--- config.mk ---
export PLATFORM = sky130hd
export DESIGN_NAME = uart_reg_alu_system
export DESIGN_NICKNAME = d
export VERILOG_FILES = /design/src/rtl/uart_reg_alu_system.sv
export SDC_FILE = /design/constraint.sdc
export NUM_CORES = 1
export LEC_CHECK = 0
export CORE_MARGIN = 4
export CORE_UTILIZATION = 45
export DETAILED_ROUTE_END_ITERATION = 6
export PLACE_DENSITY = 0.61
export SLEW_MARGIN = 20
export SYNTH_ARGS = -nofsm -noshare
export SYNTH_HDL_FRONTEND = slang
export SYNTH_SLANG_ARGS = --single-unit
--- constraint.sdc ---
create_clock -name i_ref_clk -period 36.8 [get_ports i_ref_clk]
set_input_delay 3.68 -clock i_ref_clk [delete_from_list [all_inputs] [get_ports i_ref_clk]]
set_output_delay 3.68 -clock i_ref_clk [all_outputs]
set_load 0.02 [all_outputs]
--- src/rtl/uart_reg_alu_system.sv ---
`default_nettype none
// ============================================================================
// Module   : uart_reg_alu_system
// Purpose  : UART command processor. It receives framed bytes (start, 8 data
//            bits LSB first, even parity, stop) and uses them to write or read
//            a register file, or to run an ALU on registers 0 and 1. Register
//            bytes and ALU results go back through a TX FIFO and a UART
//            transmitter that uses the same frame format.
// Ports    : i_ref_clk    - sole clock, rising edge
//            i_rst_n      - asynchronous active-low reset
//            i_rx_in      - serial input, idle high
//            o_tx_out     - serial output, idle high
//            o_parity_err - last received frame had a parity mismatch
//            o_stop_err   - last received frame had a low stop bit
// Revision : 1.0 - initial release
// ============================================================================
module uart_reg_alu_system #(
  parameter int CLKS_PER_BIT = 434,
  parameter int DATA_WIDTH   = 8,
  parameter int ADDR_WIDTH   = 4,
  parameter int FIFO_DEPTH   = 4
) (
  input  logic i_ref_clk,
  input  logic i_rst_n,
  input  logic i_rx_in,
  output logic o_tx_out,
  output logic o_parity_err,
  output logic o_stop_err
);

  localparam int CNT_W  = $clog2(CLKS_PER_BIT);
  localparam int IDX_W  = $clog2(DATA_WIDTH + 3);
  localparam int RES_W  = 2 * DATA_WIDTH;
  localparam int NREGS  = 1 << ADDR_WIDTH;
  localparam int PTR_W  = (FIFO_DEPTH > 1) ? $clog2(FIFO_DEPTH) : 1;
  localparam int FCNT_W = $clog2(FIFO_DEPTH + 1);

  localparam logic [CNT_W-1:0]      C_BIT_LAST = CNT_W'(CLKS_PER_BIT - 1);
  localparam logic [CNT_W-1:0]      C_HALF_BIT = CNT_W'(CLKS_PER_BIT / 2 - 1);
  localparam logic [IDX_W-1:0]      C_STOP_IDX = IDX_W'(DATA_WIDTH + 1);
  localparam logic [IDX_W-1:0]      C_TX_BITS  = IDX_W'(DATA_WIDTH + 2);
  localparam logic [PTR_W-1:0]      C_PTR_LAST = PTR_W'(FIFO_DEPTH - 1);
  localparam logic [FCNT_W-1:0]     C_FIFO_MAX = FCNT_W'(FIFO_DEPTH);
  localparam logic [DATA_WIDTH-1:0] C_OP_WRITE = DATA_WIDTH'(8'hAA);
  localparam logic [DATA_WIDTH-1:0] C_OP_READ  = DATA_WIDTH'(8'hBB);
  localparam logic [DATA_WIDTH-1:0] C_OP_LOAD  = DATA_WIDTH'(8'hCC);
  localparam logic [DATA_WIDTH-1:0] C_OP_FUNC  = DATA_WIDTH'(8'hDD);

  typedef enum logic [1:0] {RX_IDLE, RX_START, RX_BITS} rx_state_t;
  typedef enum logic [2:0] {CMD_IDLE, CMD_WR_ADDR, CMD_WR_DATA, CMD_RD_ADDR,
                            CMD_OPA, CMD_OPB, CMD_FUNC} cmd_state_t;
  typedef enum logic {TX_IDLE, TX_BUSY} tx_state_t;

  // ---------------- RX ----------------
  rx_state_t               rx_state_q;
  logic                    rx_meta_q, rx_sync_q, rx_prev_q;
  logic [CNT_W-1:0]        rx_cnt_q;
  logic [IDX_W-1:0]        rx_idx_q;
  logic [DATA_WIDTH:0]     rx_shift_q;   // data bits plus the parity bit
  logic                    rx_valid_q;
  logic [DATA_WIDTH-1:0]   rx_byte_q;
  logic                    parity_err_q, stop_err_q;
  logic                    w_rx_perr;

  assign w_rx_perr = rx_shift_q[DATA_WIDTH] ^ (^rx_shift_q[DATA_WIDTH-1:0]);

  always_ff @(posedge i_ref_clk or negedge i_rst_n) begin
    if (!i_rst_n) begin
      rx_meta_q    <= 1'b1;
      rx_sync_q    <= 1'b1;
      rx_prev_q    <= 1'b1;
      rx_state_q   <= RX_IDLE;
      rx_cnt_q     <= '0;
      rx_idx_q     <= '0;
      rx_shift_q   <= '0;
      rx_valid_q   <= 1'b0;
      rx_byte_q    <= '0;
      parity_err_q <= 1'b0;
      stop_err_q   <= 1'b0;
    end else begin
      rx_meta_q  <= i_rx_in;
      rx_sync_q  <= rx_meta_q;
      rx_prev_q  <= rx_sync_q;
      rx_valid_q <= 1'b0;
      case (rx_state_q)
        RX_IDLE: begin
          // A real falling edge is required, so a line held low after a
          // broken stop bit does not start a spurious frame.
          if (rx_prev_q && !rx_sync_q) begin
            rx_state_q <= RX_START;
            rx_cnt_q   <= '0;
          end
        end
        RX_START: begin
          if (rx_cnt_q == C_HALF_BIT) begin
            rx_cnt_q   <= '0;
            rx_idx_q   <= '0;
            rx_state_q <= rx_sync_q ? RX_IDLE : RX_BITS;
          end else begin
            rx_cnt_q <= rx_cnt_q + 1'b1;
          end
        end
        RX_BITS: begin
          if (rx_cnt_q == C_BIT_LAST) begin
            rx_cnt_q <= '0;
            if (rx_idx_q == C_STOP_IDX) begin
              parity_err_q <= w_rx_perr;
              stop_err_q   <= ~rx_sync_q;
              rx_valid_q   <= ~w_rx_perr & rx_sync_q;
              rx_byte_q    <= rx_shift_q[DATA_WIDTH-1:0];
              rx_state_q   <= RX_IDLE;
            end else begin
              rx_shift_q <= {rx_sync_q, rx_shift_q[DATA_WIDTH:1]};
              rx_idx_q   <= rx_idx_q + 1'b1;
            end
          end else begin
            rx_cnt_q <= rx_cnt_q + 1'b1;
          end
        end
        default: rx_state_q <= RX_IDLE;
      endcase
    end
  end

  // ---------------- ALU ----------------
  logic [DATA_WIDTH-1:0] w_a, w_b;
  logic [RES_W-1:0]      w_a_ext, w_b_ext, w_alu;
  logic [DATA_WIDTH-1:0] regs_q [NREGS];

  assign w_a     = regs_q[0];
  assign w_b     = regs_q[1];
  assign w_a_ext = RES_W'(w_a);
  assign w_b_ext = RES_W'(w_b);

  always_comb begin
    w_alu = '0;
    case (rx_byte_q[3:0])
      4'd0:  w_alu = w_a_ext + w_b_ext;
      4'd1:  w_alu = w_a_ext - w_b_ext;
      4'd2:  w_alu = w_a_ext * w_b_ext;
      4'd3:  w_alu = (w_b == '0) ? '0 : w_a_ext / w_b_ext;
      4'd4:  w_alu = RES_W'(w_a & w_b);
      4'd5:  w_alu = RES_W'(w_a | w_b);
      4'd6:  w_alu = RES_W'(~(w_a & w_b));
      4'd7:  w_alu = RES_W'(~(w_a | w_b));
      4'd8:  w_alu = RES_W'(w_a ^ w_b);
      4'd9:  w_alu = RES_W'(~(w_a ^ w_b));
      4'd10: w_alu = (w_a == w_b) ? RES_W'(1) : '0;
      4'd11: w_alu = (w_a > w_b)  ? RES_W'(2) : '0;
      4'd12: w_alu = (w_a < w_b)  ? RES_W'(3) : '0;
      4'd13: w_alu = w_a_ext >> 1;
      4'd14: w_alu = w_a_ext << 1;
      default: w_alu = '0;
    endcase
  end

  // ---------------- Command FSM ----------------
  cmd_state_t            cmd_q;
  logic [ADDR_WIDTH-1:0] addr_q;
  logic                  hi_pend_q;
  logic [DATA_WIDTH-1:0] hi_byte_q;
  logic                  w_push;
  logic [DATA_WIDTH-1:0] w_push_data;

  // The upper ALU byte is parked for one cycle so the two result bytes
  // enter the FIFO on consecutive cycles.
  always_comb begin
    w_push      = 1'b0;
    w_push_data = '0;
    if (hi_pend_q) begin
      w_push      = 1'b1;
      w_push_data = hi_byte_q;
    end else if (rx_valid_q && cmd_q == CMD_RD_ADDR) begin
      w_push      = 1'b1;
      w_push_data = regs_q[rx_byte_q[ADDR_WIDTH-1:0]];
    end else if (rx_valid_q && cmd_q == CMD_FUNC) begin
      w_push      = 1'b1;
      w_push_data = w_alu[DATA_WIDTH-1:0];
    end
  end

  always_ff @(posedge i_ref_clk or negedge i_rst_n) begin
    if (!i_rst_n) begin
      cmd_q     <= CMD_IDLE;
      addr_q    <= '0;
      hi_pend_q <= 1'b0;
      hi_byte_q <= '0;
      for (int i = 0; i < NREGS; i++) regs_q[i] <= '0;
    end else begin
      hi_pend_q <= 1'b0;
      if (rx_valid_q) begin
        case (cmd_q)
          CMD_IDLE: begin
            if      (rx_byte_q == C_OP_WRITE) cmd_q <= CMD_WR_ADDR;
            else if (rx_byte_q == C_OP_READ)  cmd_q <= CMD_RD_ADDR;
            else if (rx_byte_q == C_OP_LOAD)  cmd_q <= CMD_OPA;
            else if (rx_byte_q == C_OP_FUNC)  cmd_q <= CMD_FUNC;
          end
          CMD_WR_ADDR: begin
            addr_q <= rx_byte_q[ADDR_WIDTH-1:0];
            cmd_q  <= CMD_WR_DATA;
          end
          CMD_WR_DATA: begin
            regs_q[addr_q] <= rx_byte_q;
            cmd_q          <= CMD_IDLE;
          end
          CMD_RD_ADDR: cmd_q <= CMD_IDLE;
          CMD_OPA: begin
            regs_q[0] <= rx_byte_q;
            cmd_q     <= CMD_OPB;
          end
          CMD_OPB: begin
            regs_q[1] <= rx_byte_q;
            cmd_q     <= CMD_FUNC;
          end
          CMD_FUNC: begin
            hi_pend_q <= 1'b1;
            hi_byte_q <= w_alu[RES_W-1:DATA_WIDTH];
            cmd_q     <= CMD_IDLE;
          end
          default: cmd_q <= CMD_IDLE;
        endcase
      end
    end
  end

  // ---------------- TX FIFO ----------------
  logic [DATA_WIDTH-1:0] fifo_mem_q [FIFO_DEPTH];
  logic [PTR_W-1:0]      wr_ptr_q, rd_ptr_q;
  logic [FCNT_W-1:0]     fifo_cnt_q;
  logic                  w_fifo_empty, w_fifo_full, w_fifo_push, w_tx_pop;

  assign w_fifo_empty = (fifo_cnt_q == '0);
  assign w_fifo_full  = (fifo_cnt_q == C_FIFO_MAX);
  // A simultaneous pop frees a slot, so a push into a full FIFO is kept then.
  assign w_fifo_push  = w_push & (~w_fifo_full | w_tx_pop);

  always_ff @(posedge i_ref_clk or negedge i_rst_n) begin
    if (!i_rst_n) begin
      wr_ptr_q   <= '0;
      rd_ptr_q   <= '0;
      fifo_cnt_q <= '0;
      for (int i = 0; i < FIFO_DEPTH; i++) fifo_mem_q[i] <= '0;
    end else begin
      if (w_fifo_push) begin
        fifo_mem_q[wr_ptr_q] <= w_push_data;
        wr_ptr_q <= (wr_ptr_q == C_PTR_LAST) ? '0 : wr_ptr_q + 1'b1;
      end
      if (w_tx_pop) begin
        rd_ptr_q <= (rd_ptr_q == C_PTR_LAST) ? '0 : rd_ptr_q + 1'b1;
      end
      case ({w_fifo_push, w_tx_pop})
        2'b10:   fifo_cnt_q <= fifo_cnt_q + 1'b1;
        2'b01:   fifo_cnt_q <= fifo_cnt_q - 1'b1;
        default: fifo_cnt_q <= fifo_cnt_q;
      endcase
    end
  end

  // ---------------- TX ----------------
  tx_state_t             tx_state_q;
  logic [CNT_W-1:0]      tx_cnt_q;
  logic [IDX_W-1:0]      tx_left_q;
  logic [DATA_WIDTH+1:0] tx_shift_q;   // {stop, parity, data}
  logic                  tx_q;
  logic [DATA_WIDTH-1:0] w_tx_byte;

  assign w_tx_byte = fifo_mem_q[rd_ptr_q];
  // Pop when idle, or at the very end of a stop bit so frames run back to back.
  assign w_tx_pop  = ~w_fifo_empty &
                     ((tx_state_q == TX_IDLE) |
                      (tx_cnt_q == C_BIT_LAST && tx_left_q == '0));

  always_ff @(posedge i_ref_clk or negedge i_rst_n) begin
    if (!i_rst_n) begin
      tx_state_q <= TX_IDLE;
      tx_cnt_q   <= '0;
      tx_left_q  <= '0;
      tx_shift_q <= '0;
      tx_q       <= 1'b1;
    end else if (w_tx_pop) begin
      tx_state_q <= TX_BUSY;
      tx_cnt_q   <= '0;
      tx_left_q  <= C_TX_BITS;
      tx_shift_q <= {1'b1, ^w_tx_byte, w_tx_byte};
      tx_q       <= 1'b0;
    end else if (tx_state_q == TX_BUSY) begin
      if (tx_cnt_q == C_BIT_LAST) begin
        tx_cnt_q <= '0;
        if (tx_left_q == '0) begin
          tx_state_q <= TX_IDLE;
          tx_q       <= 1'b1;
        end else begin
          tx_q       <= tx_shift_q[0];
          tx_shift_q <= tx_shift_q >> 1;
          tx_left_q  <= tx_left_q - 1'b1;
        end
      end else begin
        tx_cnt_q <= tx_cnt_q + 1'b1;
      end
    end
  end

  assign o_tx_out     = tx_q;
  assign o_parity_err = parity_err_q;
  assign o_stop_err   = stop_err_q;

endmodule
`default_nettype wire

==> results.json <==
{
  "cts_tree": "done",
  "wl_met2_mm": 24.5,
  "grt_pass1_wl_mm": 86.3,
  "grt-ovfl-total": 0,
  "timing.final.crit_share_pct": 91.5,
  "place_inst": 2704,
  "track_usage_pct": 21.1,
  "drt-total-wl_mm": 53.4,
  "top_layer": "met5",
  "avgRoutedWirePerCell_um": 19.3,
  "worst_ep_arrival_time_ps": 34110,
  "grt_pass1_vias": 16343,
  "m1WireLength_mm": 24.2,
  "ys_seq_area_share_pct": 29.8,
  "ant_nets": 0,
  "synth_edf_count": 0,
  "vias": 16535,
  "diodes": 0,
  "synthArstFlopShare_pct": 100,
  "critical_path_required_ps": 37220,
  "outcome": "finished clean",
  "skew_ps": 21.6,
  "crit_start": "w_b[7]",
  "finalNetCount": 2361,
  "cts.sinks": 246,
  "synth_top_family_by_area": "multiplexers",
  "period_needed_ps": 33690,
  "antenna_found_initial": 1,
  "htreeDepth": 1,
  "final_cell_mix": "239 x dfrtp_1, 203 x nand2_1, 181 x mux2_2, 180 x ha_1, 164 x nor2_1",
  "synth_ff_type": "dfrtp_1",
  "hold_viol": 0,
  "r2r-start": "w_b[7]",
  "syn_inst": 2164,
  "drc": 0,
  "synthSimpleGateAreaFrac_pct": 14.8,
  "clk_latency_ps": 550,
  "synth.ff_latch_count": 246,
  "stdcell_count": 2760,
  "endpoint_kind": "flip-flop",
  "synth-xor-area-share_pct": 3.34,
  "rrSetupSlack_ps": 3110,
  "fmaxAchievable_mhz": 29.7,
  "cap_violations": 0,
  "min-delay-path-class": "flip-flop to flip-flop",
  "viasPerCell": 5.99,
  "stdcell_area_mm2": 0.0223,
  "rows": 78,
  "final_max_slew_viol_count": 0,
  "synth_compound_area_share_pct": 16.3,
  "die-area_mm2": 0.0495,
  "cts_buffers": 27,
  "die_w_um": 222,
  "yosysWarnings": 0,
  "reg2reg_depth": 140,
  "syn_to_final_growth_pct": 7.86,
  "tightestPinTransition_ps": 1070,
  "synthMuxAreaShare_pct": 17.0,
  "tns_ps": 0,
  "syn_area_per_cell_um2": 9.57,
  "die_height_um": 222,
  "slowest_delay_ps": 860,
  "placed_area_mm2": 0.0214,
  "crit_fanout": 22,
  "yosys-top-cells-area": "dfrtp_1 29%, ha_1 11%, mux2_2 9.8%",
  "port_buffers": 5,
  "dp_hpwl_mm": 38.9,
  "critPathLaunchType": "flip-flop",
  "setup_viol_count_final": 0,
  "r2r-end": "fifo_mem_q[24]",
  "start_util_pct": 45.6,
  "synth_adder_area_share_pct": 14.7,
  "maxSlewHeadroom_pct": 28.1,
  "grt_max_degree": 101,
  "final_common_cell": "dfrtp_1",
  "max-clock-path-buffers": 3,
  "dr.pass1.iters": 5,
  "core_area_mm2": 0.0454,
  "met3_length_mm": 2.47,
  "synth_top_cell_by_area": "dfrtp_1",
  "drive_gt1_share_pct": 16.6,
  "rsz0062_at_grt": "no",
  "cpMaxStageDelayCell": "or4_1",
  "synth_area_mm2": 0.0207,
  "ys_types": 102,
  "clkSlewWorstSetupHoldPaths_ps": 60,
  "first_iter_violations": 1328,
  "worstSetupPathType": "flip-flop to flip-flop",
  "synth_top_area_share_pct": 29.3,
  "root_buffer": "clkbuf_16",
  "routabilityCongestion": 0.962,
  "ios": 6,
  "cp-endpoint": "fifo_mem_q[24]"
}
-- registers in the layout, summed over array words and instances, names as in the netlist, 2 cells and up --
register,cells
tx_shift_q,10
tx_left_q,4
w_b,8
rx_byte_q,8
rd_ptr_q,2
rx_state_q,2
cmd_q,3
fifo_cnt_q,3
fifo_mem_q,32
rx_idx_q,4
regs_q,112
hi_byte_q,8
tx_cnt_q,9
addr_q,4
w_a,8
wr_ptr_q,2
rx_cnt_q,9
rx_shift_q,9
-- cell families (layout without fill, tap and decap cells) --
kind of cell	count (synthesis)	in the layout
simple gates	635	635
compound gates	497	497
mux	267	267
flops	246	246
buf+inv	220	209
fa+ha+maj	219	219
xor+xnor	79	79
other cells	1	8
-- repair_timing --
item / in CTS / in global routing
hold buffers: 0 / 0
buffers inserted: 0 / 6
gates resized for setup: 0 / 6
setup endpoints to repair: 0 / 4
-- worst min path at each step --
stage,to,cells past startpoint,startpoint
finish,rx_sync_q,0,rx_meta_q
global route,rx_sync_q,0,rx_meta_q
global placement,rx_sync_q,0,rx_meta_q
detailed placement,rx_sync_q,0,rx_meta_q
floorplan,rx_sync_q,0,rx_meta_q
CTS,rx_sync_q,0,rx_meta_q
-- Yosys cell counts, types with 9 or more instances --
master,n
o211ai_1,22
a21o_1,28
fa_1,39
ha_1,180
nand4_1,16
buf_1,12
xnor2_1,58
nor3b_1,11
or3_1,21
mux2i_1,31
nor4_1,9
o31ai_1,27
nand2_1,203
o21ai_0,107
mux4_2,48
a22oi_1,9
nor2b_1,22
o21ai_1,11
mux2_2,181
xor2_1,21
o21a_1,41
clkbuf_1,79
nor2_1,166
a211oi_1,13
a31oi_1,13
o22ai_1,16
nand2b_1,20
inv_1,117
nand3_1,44
and2_1,10
and3_1,13
a21oi_1,98
or2_2,10
o21bai_1,11
dfrtp_1,242
nor3_1,56
-- layout make-up --
class / instances / area (um2)
sequential: 246 / 6170
inverter: 121 / 454
clock inverter: 13 / 165
fill: 4098 / 23100
timing repair buffer: 38 / 303
multi-input combinational: 1705 / 13800
clock buffer: 37 / 733
tap: 600 / 751
-- critical path, delay by kind of cell (launching register included) --
kind | cells | cell delay [ps]
AO/OA/AOI/OAI | 67 | 14300
AND/OR/NAND/NOR | 45 | 11260
flip-flops | 1 | 670
multiplexers | 7 | 2160
adder cells (fa/ha/maj) | 14 | 4280
buffers and inverters | 7 | 900
-- metal layers --
layer / global-route usage (%) / up-vias
met3: 2.62 / 109
met1: 29.3 / 8143
li1: - / 7870
met4: 7.91 / 2
met5: 0 / -
met2: 34.1 / 411
-- stage by stage --
stage                     util (%)  hold slack [ps]  setup slack, ps
after floorplan                  -              345             5680
after global placement        47.1              347             2090
after detailed placement      47.1              349             1090
after CTS                     49.0              358             1000
after global routing          49.2              367              171
final                         49.2              357             3110
Power is not shown: default switching activity piles up to over one toggle a cycle in this logic, so the estimate is an artifact.
